===== config.mk =====
export PLATFORM = sky130hd
export DESIGN_NAME = dwell_counter
export DESIGN_NICKNAME = d
export VERILOG_FILES = /design/src/rtl/gate_truth_table_checker_dwell_counter.sv
export SDC_FILE = /design/constraint.sdc
export NUM_CORES = 1
export LEC_CHECK = 0
export ABC_AREA = 1
export CORE_AREA = 5 5 42 44
export CTS_CLUSTER_SIZE = 14
export DETAILED_ROUTE_END_ITERATION = 8
export DIE_AREA = 0 0 47 49
export PLACE_DENSITY = 0.34
export RECOVER_POWER = 25
export SLEW_MARGIN = 25
export SYNTH_ARGS = -nofsm -noshare
export SYNTH_HDL_FRONTEND = slang
export SYNTH_SLANG_ARGS = --single-unit
export TNS_END_PERCENT = 100

===== constraint.sdc =====
create_clock -name clk -period 1.5 [get_ports clk]
set_clock_uncertainty 0.15 [all_clocks]
set_input_delay 0.45 -clock clk [delete_from_list [all_inputs] [get_ports clk]]
set_output_delay 0.45 -clock clk [all_outputs]
set_load 0.005 [all_outputs]

===== src/rtl/gate_truth_table_checker_dwell_counter.sv =====
// Hold-time counter for one input vector: counts edges since the vector was
// applied, flags the sample point (== SETTLE) and the last hold cycle (== DWELL-1).
module dwell_counter #(
  parameter  int DWELL  = 4,
  parameter  int SETTLE = 2,
  localparam int W      = (DWELL > 1) ? $clog2(DWELL) : 1
) (
  input  logic clk,
  input  logic rst,
  input  logic clr_i,
  input  logic en_i,
  output logic tc_o,
  output logic settle_o
);

  localparam logic [W-1:0] TC_VAL     = W'(DWELL - 1);
  localparam logic [W-1:0] SETTLE_VAL = W'(SETTLE);

  logic [W-1:0] cnt_q;
  logic [W-1:0] cnt_d;

  always_comb begin
    cnt_d = cnt_q;
    if (clr_i)     cnt_d = '0;
    else if (en_i) cnt_d = cnt_q + 1'b1;
  end

  // NOTE: non-blocking assignment so every flop sees pre-edge values.
  always_ff @(posedge clk or posedge rst) begin
    if (rst) cnt_q <= '0;
    else     cnt_q <= cnt_d;
  end

  assign tc_o     = (cnt_q == TC_VAL);
  assign settle_o = (cnt_q == SETTLE_VAL);

endmodule


Word-level counts from Yosys, hierarchy flattened --
Index checks and enable logic that the tools add are counted.
Operators by class: $add $sub $neg 1, multipliers 0, divide/modulo/power cells 0, magnitude comparators 0, equal/unequal tests 2, shifts and indexed selects 0, muxes and demuxes 2, bitwise gates (word level) 0, reduce and logical (&&, ||, !) cells 1
Operators by type and width (count):
- equality test 2 bit, second input constant | 2
- two-way mux 2 bit | 2
- adder 2 x 1 -> 2 bit, second input constant | 1
- nonzero test 2 bit | 1
Word-level totals: register bits after elaboration 2, bits in latches 0, memory bits (writable) 0, bits in read-only memories 0, input bits 4, output and inout port bits 2, logic and storage cells 7, memories 0

Depth between registers and ports, before layout --
depth in word-level cells 3, depth in mapped cells 5

Worst setup path before layout --
OpenSTA, ideal clock, no wires.
kind reg2out, from reg cnt_q[0], to out settle_o, arrival time 0.596 ns, setup slack 0.304 ns, stages on the path, launching flop included 3, path buffers 0, cell sequence dfrtp_1 > inv_1 > ha_1
Between the ends: cells in the longest elaborated chain, start to end 1
RTL lines:
- start, declared | RTL line 19 | logic [W-1:0] cnt_q;
- start signal, assigned | RTL line 31 | else cnt_q <= cnt_d;
- equality test 2 bit | RTL line 35 | assign settle_o = (cnt_q == SETTLE_VAL);
- end, declared | RTL line 13 | output logic settle_o
Every way passes these cells.

Worst setup path in the final report --
Same ends and word-level chain as after synthesis.

==> flow_metrics.py <==
metrics = {
    "sta": {
        "fin_crit_sh_pct": 102,
        "timing.hold.ws_ns": 0.378,
        "worst_pin_slew_ns": 0.131,
        "fmax_ghz": 0.656,
        "finalSetupViolCount": 2,
        "slew_headroom_pct": 91.2,
        "hold_violations": 0,
        "fin_crit_ns": 1.52,
        "rsz0062_at_grt": "true",
        "setup_tns_ns": -0.0278,
        "setup_ws_ns": -0.0241,
        "final_max_slew_viol_count": 0,
    },
    "global_routing": {
        "grt_max_degree": 5,
        "grt_pass1_vias": 116,
        "gr-total-overflow": 0,
        "antenna_found_initial": 0,
        "track_usage_pct": 3.17,
        "grt_pass1_wl_um": 393,
    },
    "logic_synthesis": {
        "yosysSeqAreaShare_pct": 43.0,
        "yosys_warnings": 0,
        "ys_types": 5,
        "avgSynthCellArea_um2": 7.76,
        "syn-cell-area_um2": 116,
        "ys_seq_elements": 2,
        "synthesis.nets": 21,
        "synthCells": 15,
    },
    "floorplan": {
        "fp.dieH_um": 49,
        "rows": 14,
        "die_area_um2": 2300,
        "dieWidth_um": 47,
        "core_um2": 1400,
        "start_util_pct": 8.30,
        "ios": 6,
    },
    "clocking": {
        "postCtsSetupBuffers": 0,
        "cts_tree": "built",
        "cts_buffers": 3,
        "clock_latency_ns": 0.22,
        "clk_path_buf_depth": 2,
        "ctsHtreeMaxLevel": 1,
        "root_buffer": "clkbuf_4",
        "cts_hold_buffers": 0,
        "cts_sinks": 2,
        "clkTransAtPathRegs_ns": 0.03,
    },
    "cells_and_area": {
        "layout.area.seq_um2": 50.0,
        "largest_reg_flops": 2,
        "max_flop_register": "cnt_q",
        "final_nets": 32,
        "layout_common_cells": "nor2_1 (4), nand2_1 (4), inv_1 (3), clkbuf_4 (3)",
        "drive_gt1_share_pct": 33.3,
        "antenna_cells": 0,
        "nFillCells": 167,
        "area_delta_synth_final_pct": 81.7,
        "reg.largest.list": "cnt_q (2)",
        "multi_input_area_um2": 60.1,
    },
    "route": {
        "num_vias": 115,
        "drt-initial-drc-count": 4,
        "first_pass_iters": 4,
        "viasPerCell": 2.88,
        "drc": 0,
        "ant_nets": 0,
        "wirelength_um": 253,
        "wire_per_inst_um": 6.33,
    },
    "placement": {
        "place_ws_ns": -0.176,
        "io_buffers": 5,
        "gp_congestion": 0.623,
    },
    "run_status": {
        "failed_checks": "setup timing",
        "outcome": "finished, violations left",
    },
    "job": {
        "drv_cap": 0,
    },
    "power_and_ir_drop": {
        "powerDensity_nw_per_um2": 987,
        "vdd_ir_drop_max_mv": 0.146,
        "leakage_nw": 0.113,
    },
    "critical_path": {
        "slowest_delay_ns": 0.38,
        "start_kind": "flip-flop",
        "timing_worst_setup_path_type": "reg -> out",
        "path_max_fanout": 3,
        "critPathSlowestCell": "dfrtp_1",
        "cp.required_ns": 0.90,
        "cp-end-kind": "output port",
        "crit_chain": "inv_1 -> ha_2 -> buf_2",
        "cp.arrival_ns": 0.92,
    },
    "hold_path": {
        "holdCritPathClass": "in -> async",
    },
}
[Yosys cell counts]
master	instances	area, µm²
dfrtp_1	2	50.1
ha_1	2	25.0
inv_1	3	11.3
nand2_1	4	15.0
nor2_1	4	15.0
[routing by layer]
metal	part of all wire (%)	track usage (%)
met2	34	2.26
met3	23	2.58
met1	40	2.86
met5	0	0
met4	3.2	6.91
[logic make-up (layout without fill, tap and decap cells)]
logic type / Yosys count / count (layout) / share of synthesized area (%)
and+or+nand+nor: 8 / 8 / 25.8
buffers and inverters: 3 / 12 / 9.68
adders and majority gates: 2 / 2 / 21.5
DFF: 2 / 2 / 43.0
[area by class of cell]
class                   instances  share of cell area, %
repair buffers                  6                   22.5
flip-flops and latches          2                   23.7
clock buffers                   3                   10.7
well taps                      16                   9.47
multi-input cells              10                   28.4
inverters                       3                   5.33
[per-stage QoR]
step	power (W)	instance area [µm²]	cells	util, %
global route	0.000223	211	40	15.1
global placement	0.0000943	194	37	13.8
CTS	0.000218	211	40	15.1
detailed placement	0.0000954	194	37	13.8
floorplan	0.0000756	116	15	-
finish	0.000209	211	40	15.1
[worst max-delay path: cells and delay by family, from the launching register on]
kind                       cells  cell delay, ns
adders and majority gates      1            0.15
buffers and inverters          2            0.17
DFF                            1            0.38
[final timing paths]
check	start	end	slack, ns	cells past startpoint
max	cnt_q[0]	settle_o	-0.02	3
min	rst	cnt_q[0]	0.38	2
max reg2reg	cnt_q[0]	cnt_q[1]	0.39	5
min reg2reg	cnt_q[1]	cnt_q[1]	0.39	2
max in group asynchronous	rst	cnt_q[1]	0.71	2
min in group clk	cnt_q[1]	cnt_q[1]	0.39	2
[timing repair]
action	4_1_cts	5_1_grt
pin swaps	1	1
setup endpoints to repair	2	2
resized for setup	10	0
[power breakdown]
part           switching [W]  internal [W]   total, W
clock network      0.0000292     0.0000881   0.000117
logic              0.0000122     0.0000171  0.0000292
registers         0.00000344     0.0000587  0.0000622
total              0.0000448      0.000164   0.000209
Note: power is estimated with default switching activity, not from simulation.
